==> config.mk <==
export PLATFORM = sky130hd
export DESIGN_NAME = lcd_text_writer
export DESIGN_NICKNAME = d
export VERILOG_FILES = /design/src/rtl/lcd_pkg.sv /design/src/rtl/lcd_bus_cycle.sv /design/src/rtl/lcd_text_writer.sv
export SDC_FILE = /design/constraint.sdc
export NUM_CORES = 1
export LEC_CHECK = 0
export BUFFER_PORTS_ARGS = -buffer_cell sky130_fd_sc_hd__buf_2
export CAP_MARGIN = 20
export CELL_PAD_IN_SITES_DETAIL_PLACEMENT = 1
export CELL_PAD_IN_SITES_GLOBAL_PLACEMENT = 1
export CORE_ASPECT_RATIO = 2
export CORE_UTILIZATION = 42
export DETAILED_ROUTE_END_ITERATION = 7
export PLACE_DENSITY = 0.8
export SLEW_MARGIN = 20
export SYNTH_ARGS = -nofsm -noshare
export SYNTH_HDL_FRONTEND = slang
export SYNTH_SLANG_ARGS = --single-unit
export TNS_END_PERCENT = 20
==> constraint.sdc <==
create_clock -name CLK -period 2.55 [get_ports CLK]
set_clock_uncertainty 0.2 [all_clocks]
set_input_delay 0 -clock CLK [delete_from_list [all_inputs] [get_ports CLK]]
set_output_delay 0 -clock CLK [all_outputs]
set_load 0.02 [all_outputs]
==> src/rtl/lcd_pkg.sv <==
// Shared definitions for the text-LCD writer: HD44780 command bytes,
// top-level and bus-cycle state encodings, and small command helpers.
package lcd_pkg;

    localparam logic [7:0] LCD_FUNC_SET = 8'h38;
    localparam logic [7:0] LCD_DISP_ON  = 8'h0C;
    localparam logic [7:0] LCD_ENTRY    = 8'h06;
    localparam logic [7:0] LCD_CLEAR    = 8'h01;
    localparam logic [7:0] LCD_DDRAM    = 8'h80;
    localparam logic [7:0] LCD_LINE2    = 8'h40;

    typedef enum logic [2:0] {
        ST_PWRUP,
        ST_INIT,
        ST_IDLE,
        ST_CMD_ADDR,
        ST_WR_DATA,
        ST_CLEAR
    } lcd_state_t;

    typedef enum logic [2:0] {
        PH_IDLE,
        PH_SU,
        PH_PW,
        PH_HOLD,
        PH_WAIT
    } bus_phase_t;

    // Power-up command order; the last entry is the clear command.
    function automatic logic [7:0] init_cmd(input logic [1:0] idx);
        case (idx)
            2'd0:    return LCD_FUNC_SET;
            2'd1:    return LCD_DISP_ON;
            2'd2:    return LCD_ENTRY;
            default: return LCD_CLEAR;
        endcase
    endfunction

    // Set-DDRAM-address command for a (row, column) position.
    function automatic logic [7:0] ddram_addr(input logic row, input logic [3:0] column);
        return LCD_DDRAM | (row ? LCD_LINE2 : 8'h00) | {4'h0, column};
    endfunction

endpackage

==> src/rtl/lcd_bus_cycle.sv <==
// One HD44780 write cycle: SU (E low, RS/DATA set up), PW (E high),
// HOLD (E low, RS/DATA held), then WAIT for command execution.
// done is high in the last WAIT cycle; a start seen in that cycle chains
// the next bus cycle with no gap. RS/DATA change only on SU entry.
module lcd_bus_cycle
    import lcd_pkg::*;
#(
    parameter int T_SU   = 2,
    parameter int T_PW   = 10,
    parameter int T_HOLD = 2,
    parameter int T_EXEC = 50,
    parameter int T_CLR  = 2000
) (
    input  logic       CLK,
    input  logic       RESETN,
    input  logic       start,
    input  logic       rs,
    input  logic [7:0] data,
    input  logic       long_wait,
    output logic       done,
    output logic       lcd_e,
    output logic       lcd_rs,
    output logic [7:0] lcd_data
);

    localparam int MAX_T01 = (T_SU > T_PW) ? T_SU : T_PW;
    localparam int MAX_T2  = (MAX_T01 > T_HOLD) ? MAX_T01 : T_HOLD;
    localparam int MAX_T3  = (MAX_T2 > T_EXEC) ? MAX_T2 : T_EXEC;
    localparam int MAX_T   = (MAX_T3 > T_CLR) ? MAX_T3 : T_CLR;
    // Sized from the longest phase, plus one bit of headroom.
    localparam int CNT_W   = $clog2(MAX_T + 1) + 1;

    bus_phase_t       phase;
    logic [CNT_W-1:0] cnt;
    logic             long_q;

    assign done = (phase == PH_WAIT) && (cnt == '0);

    // Phase sequencer; E is a flop so an asynchronous reset drops it at once.
    // NOTE: sequential state uses non-blocking (<=) so every flop samples pre-edge values.
    always_ff @(posedge CLK or posedge RESETN) begin
        if (RESETN) begin
            phase    <= PH_IDLE;
            cnt      <= '0;
            long_q   <= 1'b0;
            lcd_e    <= 1'b0;
            lcd_rs   <= 1'b0;
            lcd_data <= 8'h00;
        end else if (start && ((phase == PH_IDLE) || done)) begin
            phase    <= PH_SU;
            cnt      <= CNT_W'(T_SU - 1);
            long_q   <= long_wait;
            lcd_e    <= 1'b0;
            lcd_rs   <= rs;
            lcd_data <= data;
        end else begin
            case (phase)
                PH_SU: begin
                    if (cnt == '0) begin
                        phase <= PH_PW;
                        cnt   <= CNT_W'(T_PW - 1);
                        lcd_e <= 1'b1;
                    end else begin
                        cnt <= cnt - 1'b1;
                    end
                end
                PH_PW: begin
                    if (cnt == '0) begin
                        phase <= PH_HOLD;
                        cnt   <= CNT_W'(T_HOLD - 1);
                        lcd_e <= 1'b0;
                    end else begin
                        cnt <= cnt - 1'b1;
                    end
                end
                PH_HOLD: begin
                    if (cnt == '0) begin
                        phase <= PH_WAIT;
                        cnt   <= long_q ? CNT_W'(T_CLR - 1) : CNT_W'(T_EXEC - 1);
                    end else begin
                        cnt <= cnt - 1'b1;
                    end
                end
                PH_WAIT: begin
                    if (cnt == '0) begin
                        phase <= PH_IDLE;
                    end else begin
                        cnt <= cnt - 1'b1;
                    end
                end
                default: begin
                    phase <= PH_IDLE;
                    lcd_e <= 1'b0;
                end
            endcase
        end
    end

endmodule

==> src/rtl/lcd_text_writer.sv <==
// Text-LCD writer: runs the HD44780 power-up init, then turns accepted
// character-write and clear requests into bus cycles.
// Optional feature macro: LCD_ADDR_SKIP_EN -- when defined, a cursor
// tracker lets a write to the current cursor position skip the
// set-address command.
module lcd_text_writer
    import lcd_pkg::*;
#(
    parameter int T_PWRUP = 20000,
    parameter int T_SU    = 2,
    parameter int T_PW    = 10,
    parameter int T_HOLD  = 2,
    parameter int T_EXEC  = 50,
    parameter int T_CLR   = 2000
) (
    input  logic       CLK,
    input  logic       RESETN,
    input  logic       req,
    input  logic       clr,
    input  logic       line,
    input  logic [3:0] col,
    input  logic [7:0] char,
    output logic       ready,
    output logic       LCD_E,
    output logic       LCD_RS,
    output logic       LCD_RW,
    output logic [7:0] LCD_DATA
);

    localparam int PWR_W = $clog2(T_PWRUP + 1);

    lcd_state_t       state, state_n;
    logic [1:0]       init_idx, idx_n;
    logic [PWR_W-1:0] pwr_cnt;
    logic [7:0]       char_q;
    logic             addr_hit;
    logic             bus_start, bus_rs, bus_long, bus_done;
    logic [7:0]       bus_data;

    assign ready  = (state == ST_IDLE);
    assign LCD_RW = 1'b0;

`ifdef LCD_ADDR_SKIP_EN
    logic       line_q;
    logic [3:0] col_q;
    logic       trk_valid;
    logic       trk_line;
    logic [3:0] trk_col;

    assign addr_hit = trk_valid && (trk_line == line) && (trk_col == col);

    // Cursor tracker: follows auto-increment, invalid after clear or end of row.
    always_ff @(posedge CLK or posedge RESETN) begin
        if (RESETN) begin
            line_q    <= 1'b0;
            col_q     <= 4'h0;
            trk_valid <= 1'b0;
            trk_line  <= 1'b0;
            trk_col   <= 4'h0;
        end else if (state == ST_IDLE && clr) begin
            trk_valid <= 1'b0;
        end else if (state == ST_IDLE && req) begin
            line_q <= line;
            col_q  <= col;
        end else if (state == ST_WR_DATA && bus_done) begin
            trk_valid <= (col_q != 4'hF);
            trk_line  <= line_q;
            trk_col   <= col_q + 4'd1;
        end
    end
`else
    assign addr_hit = 1'b0;
`endif

    // State register, power-up delay and captured character.
    // NOTE: RESETN is an asynchronous active-high reset, hence posedge in the sensitivity list.
    always_ff @(posedge CLK or posedge RESETN) begin
        if (RESETN) begin
            state    <= ST_PWRUP;
            init_idx <= 2'd0;
            pwr_cnt  <= PWR_W'(T_PWRUP - 1);
            char_q   <= 8'h00;
        end else begin
            state    <= state_n;
            init_idx <= idx_n;
            if (state == ST_PWRUP && pwr_cnt != '0) begin
                pwr_cnt <= pwr_cnt - 1'b1;
            end
            if (state == ST_IDLE && req && !clr) begin
                char_q <= char;
            end
        end
    end

    // Next state and the next command handed to the bus sequencer.
    // NOTE: every output gets a default first so no latch is inferred.
    always_comb begin
        state_n   = state;
        idx_n     = init_idx;
        bus_start = 1'b0;
        bus_rs    = 1'b0;
        bus_data  = 8'h00;
        bus_long  = 1'b0;
        case (state)
            ST_PWRUP: begin
                if (pwr_cnt == '0) begin
                    bus_start = 1'b1;
                    bus_data  = init_cmd(2'd0);
                    idx_n     = 2'd0;
                    state_n   = ST_INIT;
                end
            end
            ST_INIT: begin
                if (bus_done) begin
                    if (init_idx == 2'd3) begin
                        state_n = ST_IDLE;
                    end else begin
                        idx_n     = init_idx + 2'd1;
                        bus_start = 1'b1;
                        bus_data  = init_cmd(idx_n);
                        bus_long  = (bus_data == LCD_CLEAR);
                    end
                end
            end
            ST_IDLE: begin
                if (clr) begin
                    bus_start = 1'b1;
                    bus_data  = LCD_CLEAR;
                    bus_long  = 1'b1;
                    state_n   = ST_CLEAR;
                end else if (req) begin
                    bus_start = 1'b1;
                    if (addr_hit) begin
                        bus_rs   = 1'b1;
                        bus_data = char;
                        state_n  = ST_WR_DATA;
                    end else begin
                        bus_data = ddram_addr(line, col);
                        state_n  = ST_CMD_ADDR;
                    end
                end
            end
            ST_CMD_ADDR: begin
                if (bus_done) begin
                    bus_start = 1'b1;
                    bus_rs    = 1'b1;
                    bus_data  = char_q;
                    state_n   = ST_WR_DATA;
                end
            end
            ST_WR_DATA, ST_CLEAR: begin
                if (bus_done) begin
                    state_n = ST_IDLE;
                end
            end
            default: state_n = ST_PWRUP;
        endcase
    end

    lcd_bus_cycle #(
        .T_SU  (T_SU),
        .T_PW  (T_PW),
        .T_HOLD(T_HOLD),
        .T_EXEC(T_EXEC),
        .T_CLR (T_CLR)
    ) u_bus (
        .CLK      (CLK),
        .RESETN   (RESETN),
        .start    (bus_start),
        .rs       (bus_rs),
        .data     (bus_data),
        .long_wait(bus_long),
        .done     (bus_done),
        .lcd_e    (LCD_E),
        .lcd_rs   (LCD_RS),
        .lcd_data (LCD_DATA)
    );

endmodule

* Word-level counts from Yosys, hierarchy flattened
Index checks and enable logic that the tools add are counted.
** Operators by class
- Reductions and logical operators :: 22
- Multiplexer cells :: 53
- Bitwise logic cells :: 1
- Equal/unequal tests :: 26
- Add/sub/neg operators :: 3
** Operator list (number)
- 8-bit two-way mux :: 8
- 12-bit two-way mux :: 5
- 12-bit case mux with 4 select lines :: 1
- 3-bit two-way mux :: 12
- 8-bit case mux with 4 select lines :: 1
- 6-bit case mux with 3 select lines :: 1
- 15-bit logical NOT :: 1
- 3-bit case mux with 5 select lines :: 1
- 15-bit nonzero test :: 1
- 15-bit by 1-bit subtractor with 15-bit output, second input constant :: 1
- 1-bit two-way mux :: 13
- 3-bit by 2-bit == test with 1-bit output, second input constant :: 4
- 12-bit logical NOT :: 1
- 3-bit case mux with 4 select lines :: 1
- 12-bit by 1-bit subtractor with 12-bit output, second input constant :: 1
- 11-bit two-way mux :: 1
- 2-bit by 1-bit != test with 1-bit output, second input constant :: 5
- 3-bit == test, second input constant :: 3
- 3-bit by 1-bit != test with 1-bit output, second input constant :: 3
- 3-bit != test, second input constant :: 3
- 8-bit by 1-bit == test with 1-bit output, second input constant :: 1
- 8-bit by 4-bit OR with 8-bit output :: 1
- 4-bit AND reduction :: 2
- 7-bit two-way mux :: 1
- other kinds (22) :: 33
** Word-level totals
- Register bits :: 54
- Word-level logic and storage cells :: 115
- Bits of input ports :: 17
- Output and inout bits :: 12

* Logic depth before layout (Yosys ltp)
- Depth after elaboration :: 10
- Depth in mapped cells :: 9
- Depth with buffers taken out :: 7

* By module
A second synthesis with hierarchy kept.
** Second synthesis, totals
- Cells, all modules :: 320
- Area total of the unflattened synthesis :: 3151.8 µm²
** Modules (own cells, without submodules)
- lcd_text_writer :: sequential area each 711.9 µm², area each 1609.0 µm², instances 1, cells an instance 168
- lcd_bus_cycle :: sequential area each 650.6 µm², area each 1542.7 µm², instances 1, cells an instance 152

* Worst setup path before layout
No wires, ideal clock.
- Path type :: register to register
- Start point :: register u_bus.cnt[0]
- End point :: register u_bus.cnt[2]
- Required time :: 2226 ps
- Setup slack :: 37 ps
- Setup time :: 124 ps
- Cell stages (with the launch flop) :: 9
- Data arrival time :: 2189 ps
- Path buffers :: 1
- Clock period less this slack :: 2513 ps
- Cells stage by stage :: dfrtp_1 > inv_1 > ha_1 > or3b_2 > buf_2 > o41a_1 > a211oi_2 > nor3b_1 > a211o_1
** Between the ends
- Longest elaborated chain between the ends :: 7
- Elaborated cells on any way between the ends :: 17
- Those cells by class :: add/sub: 1; eq/ne: 1; mux: 9; reduce/logical: 6
** RTL lines
- start, declared :: line lcd_bus_cycle.sv:34 : logic [CNT_W-1:0] cnt;
- start signal, assigned :: line lcd_bus_cycle.sv:51 : cnt <= CNT_W'(T_SU - 1);
- start signal, assigned :: line lcd_bus_cycle.sv:61 : cnt <= CNT_W'(T_PW - 1);
- start signal, assigned :: line lcd_bus_cycle.sv:64 : cnt <= cnt - 1'b1;
- parallel branches: the longest is 7 deep, another holds 12-bit by 1-bit subtractor with 12-bit output
Several ways; the timed one is not identified. The select of a mux whose other input is x is not followed.
A chain may end at the register's enable or synchronous reset.

* Worst setup path after layout
- Start point :: register u_bus.cnt[0]
- End point :: register u_bus.lcd_data[1]
** Between the ends
- Longest elaborated chain between the ends :: 5
- Elaborated cells on any way between the ends :: 10
- Those cells by class :: mux: 6; reduce/logical: 4
** RTL lines
- 12-bit logical NOT (*) :: line lcd_bus_cycle.sv:37 : assign done = (phase == PH_WAIT) && (cnt == '0);
- 1-bit logical AND (*) :: line lcd_bus_cycle.sv:37
- 1-bit two-way mux, on equally long branches :: line lcd_text_writer.sv:144, lcd_text_writer.sv:114
- 1-bit case mux with 4 select lines :: line lcd_text_writer.sv:104 : case (state)
- 1-bit logical AND :: line lcd_bus_cycle.sv:49 : end else if (start && ((phase == PH_IDLE) || done)) begin
- end signal, assigned :: line lcd_bus_cycle.sv:55 : lcd_data <= data;
- end, declared :: line lcd_bus_cycle.sv:23 : output logic [7:0] lcd_data
Every way passes the cells marked *; elsewhere a longest branch is shown, timed or not.

==> results.yml <==
critical_path:
  crit_top_cell: "buf_4"
  path_class: "register to register"
  cpPeakStageDelay_ns: 0.44
  path_delay_family: "simple AND/OR/NAND/NOR gates"
  crit_required_ns: 2.58
  worstPathMaxFanout: 7
  crit_buf_inv: 3
  rr_startpoint: "u_bus.cnt[0]"
  cp_cell_sequence: "inv_1, ha_2, or3b_4, nor4_4, buf_4, buf_4, and3_1, a222oi_1, o21ai_1"
  startpoint_type: "register"
  cp.arrival_ns: 2.49
  crit_start: "u_bus.cnt[0]"
  end_kind: "register"
  slowest_stage: "or3b_4"
yosys:
  synth-main-ff-cell: "dfrtp_1"
  netlist_area_um2: 3090
  yosysTopAreaCellShare: 0.364
  synthCells: 313
  postSynthAreaPerCell_um2: 9.88
  yosysTopAreaCell: "dfrtp_1"
  yosysWarningCount: 0
  synth_common_cells: "dfrtp_1 (45), nand2_1 (21), o21ai_0 (19), nor2_1 (18), nand3_1 (15)"
  async_flop_share: 1.00
  syn_nets: 337
  synth_most_common_cell: "dfrtp_1"
  synth_edf_count: 0
  yosys.cell_types.count: 63
  synth_seq_cells: 54
  synth_top_cells_by_area: "dfrtp_1 (36%), dfstp_2 (7.6%), mux2_2 (4.0%)"
  yosysSeqAreaShare: 0.441
detailed_routing:
  vias: 2969
  dr.pass1.iters: 4
  drc_errors: 0
  drtAntennaViolNets: 0
  routed_wl_um: 10800
  wl_per_cell_um: 22.6
  drt_iter0_markers: 113
  viasPerCell: 6.20
pwr:
  max-vdd-ir-drop_uv: 405
  switchingPower_uw: 379
  seqPwrFrac: 0.463
  comb_power_share: 0.033
  power.leakage_nw: 1.69
  power_frac_clock: 0.504
  swShare: 0.205
  intPower_mw: 1.47
  p_per_area_nw_per_um2: 470
global_routing:
  antenna_found_initial: 1
  grt_util_met3: 0.0480
  busiest_layer: "met2"
  track_usage: 0.284
  use_met1: 0.239
  grt_pass1_vias: 3316
  grt_pass1_wl_um: 16400
  grt_use_met2: 0.564
  grt-ovfl-total: 0
  grt_max_degree: 30
timing:
  worstMarginPinSlew_ns: 0.641
  finalSetupViolCount: 0
  period_needed_ns: 2.47
  fin_setup_tns_ns: 0
  fmax_mhz: 405
  max_slew_margin: 0.572
  hold_violations: 0
  slew_viol_final: 0
  post-route-period-util: 0.968
run_status:
  outcome: "completed"
placement:
  routabilityCongestion: 0.946
  hpwl_um: 6850
  portBuffers: 27
floorplanning:
  die_area_um2: 7730
  die_w_um: 62.7
  core_um2: 7050
  initial_core_util: 0.439
  die_h_um: 123
  io_pins: 29
  num_rows: 43
layout:
  drive_gt1_frac: 0.300
  fillers: 806
  fin_nets: 410
  synthToLayoutAreaGrowth_pct: 27.6
  utilization: 0.560
clock_network:
  h-tree-depth: 2
  clock_path_buffers: 2
  cts_tree: "yes"
  clock_latency_ns: 0.30
  root_buffer: "clkbuf_16"
  cts_inserted_buffers: 5
  cts.sinks: 54
  cts.clk_slew.worst_paths_ns: 0.08
hold_path:
  min_path_type: "input pin to register"
  hold_start: "col[3]"
flow_run:
  cap_violations: 0
==> power by group through the flow <==
stage,Clock (mW),Combinational (mW),Sequential [mW]
detailed placement,0,0.0406,0.874
global placement,0,0.0391,0.874
finish,0.935,0.0609,0.858
CTS,0.940,0.0587,0.858
floorplan,0,0.0162,0.875
global route,0.966,0.0660,0.858
==> logic make-up after synthesis <==
group	synth area share
mux	0.0502
other cells	0.00121
buf+inv	0.0413
simple gates	0.223
compound gates	0.170
fa+ha+maj	0.0283
xor+xnor	0.0453
flops	0.441
==> registers in the layout, summed over array words and instances, names as in the netlist, 2 cells and up <==
signal          cells
pwr_cnt            15
u_bus.cnt          12
char_q              8
u_bus.lcd_data      8
state               3
u_bus.phase         3
init_idx            2
==> final cells by class <==
class	instances	area [µm²]	share of cell area
multi-input combinational	232	1640	0.416
sequential	54	1360	0.345
timing repair buffer	82	586	0.148
clock buffer	6	139	0.0352
tap	90	113	0.0285
clock inverter	2	60.1	0.0152
inverter	11	41.3	0.0105
antenna	2	5.00	0.00127
==> per-stage QoR <==
step	instances	hold WS [ns]	setup WS [ns]	power [mW]	cell area, µm²
global placement	451	-0.0834	0.0248	0.913	3530
CTS	475	0.000794	-0.00274	1.86	3900
finish	479	0.000942	0.0824	1.85	3950
global route	478	0.0289	-0.0269	1.89	3950
detailed placement	451	-0.0858	-0.0765	0.915	3530
floorplan	313	-0.0484	0.0373	0.892	3090
==> cells in the final DEF (no fill, tap or decap), types with 5 or more instances in the layout <==
master | synthesis | layout
a21o_1 | 5 | 5
a21oi_1 | 12 | 11
a221o_1 | 5 | 5
buf_2 | 3 | 27
buf_4 | 2 | 40
clkbuf_16 | 0 | 5
dfrtp_1 | 45 | 45
dfstp_2 | 9 | 9
dlygate4sd3_1 | 0 | 15
ha_1 | 7 | 6
inv_1 | 11 | 10
mux2_2 | 11 | 11
nand2_1 | 21 | 21
nand3_1 | 15 | 15
nand4_1 | 11 | 11
nor2_1 | 18 | 18
nor3_1 | 7 | 7
nor3b_1 | 5 | 5
nor4_1 | 7 | 6
o21ai_0 | 19 | 19
o31ai_1 | 6 | 6
xnor2_1 | 10 | 10
xor2_1 | 6 | 6
==> path summary, 6_finish.rpt <==
| path | to | slack (ns) | cells after the start |
|---|---|---|---|
| worst max-delay path | u_bus.lcd_data[1] | 0.08 | 9 |
| worst min-delay path | u_bus.lcd_data[3] | 0.0009 | 5 |
| worst max register to register | u_bus.lcd_data[1] | 0.08 | 9 |
| worst min register to register | pwr_cnt[14] | 0.28 | 1 |
| max in group asynchronous | pwr_cnt[14] | 1.31 | 4 |
| min in group asynchronous | pwr_cnt[6] | 0.13 | 3 |
==> worst reg2reg max path: cells and delay by family (launching register included) <==
| family | cells | cell delay (ns) |
|---|---|---|
| AND/OR/NAND/NOR | 3 | 0.93 |
| buffers and inverters | 3 | 0.40 |
| AO/OA/AOI/OAI | 2 | 0.27 |
| flip-flops | 1 | 0.39 |
| adder cells (fa/ha/maj) | 1 | 0.19 |
==> metal layers <==
metal,vias up,part of all wire
met4,0,0.064
met5,-,0
met3,63,0.037
li1,1309,-
met1,1481,0.32
met2,116,0.58
==> what timing repair did <==
item,4_1_cts,5_1_grt
hold endpoints to repair,40,0
gates resized for setup,2,7
hold buffers,15,0
pin swaps,1,5
setup buffers,1,2
setup endpoints to repair,8,18
Power figures use the tool's default switching activity.
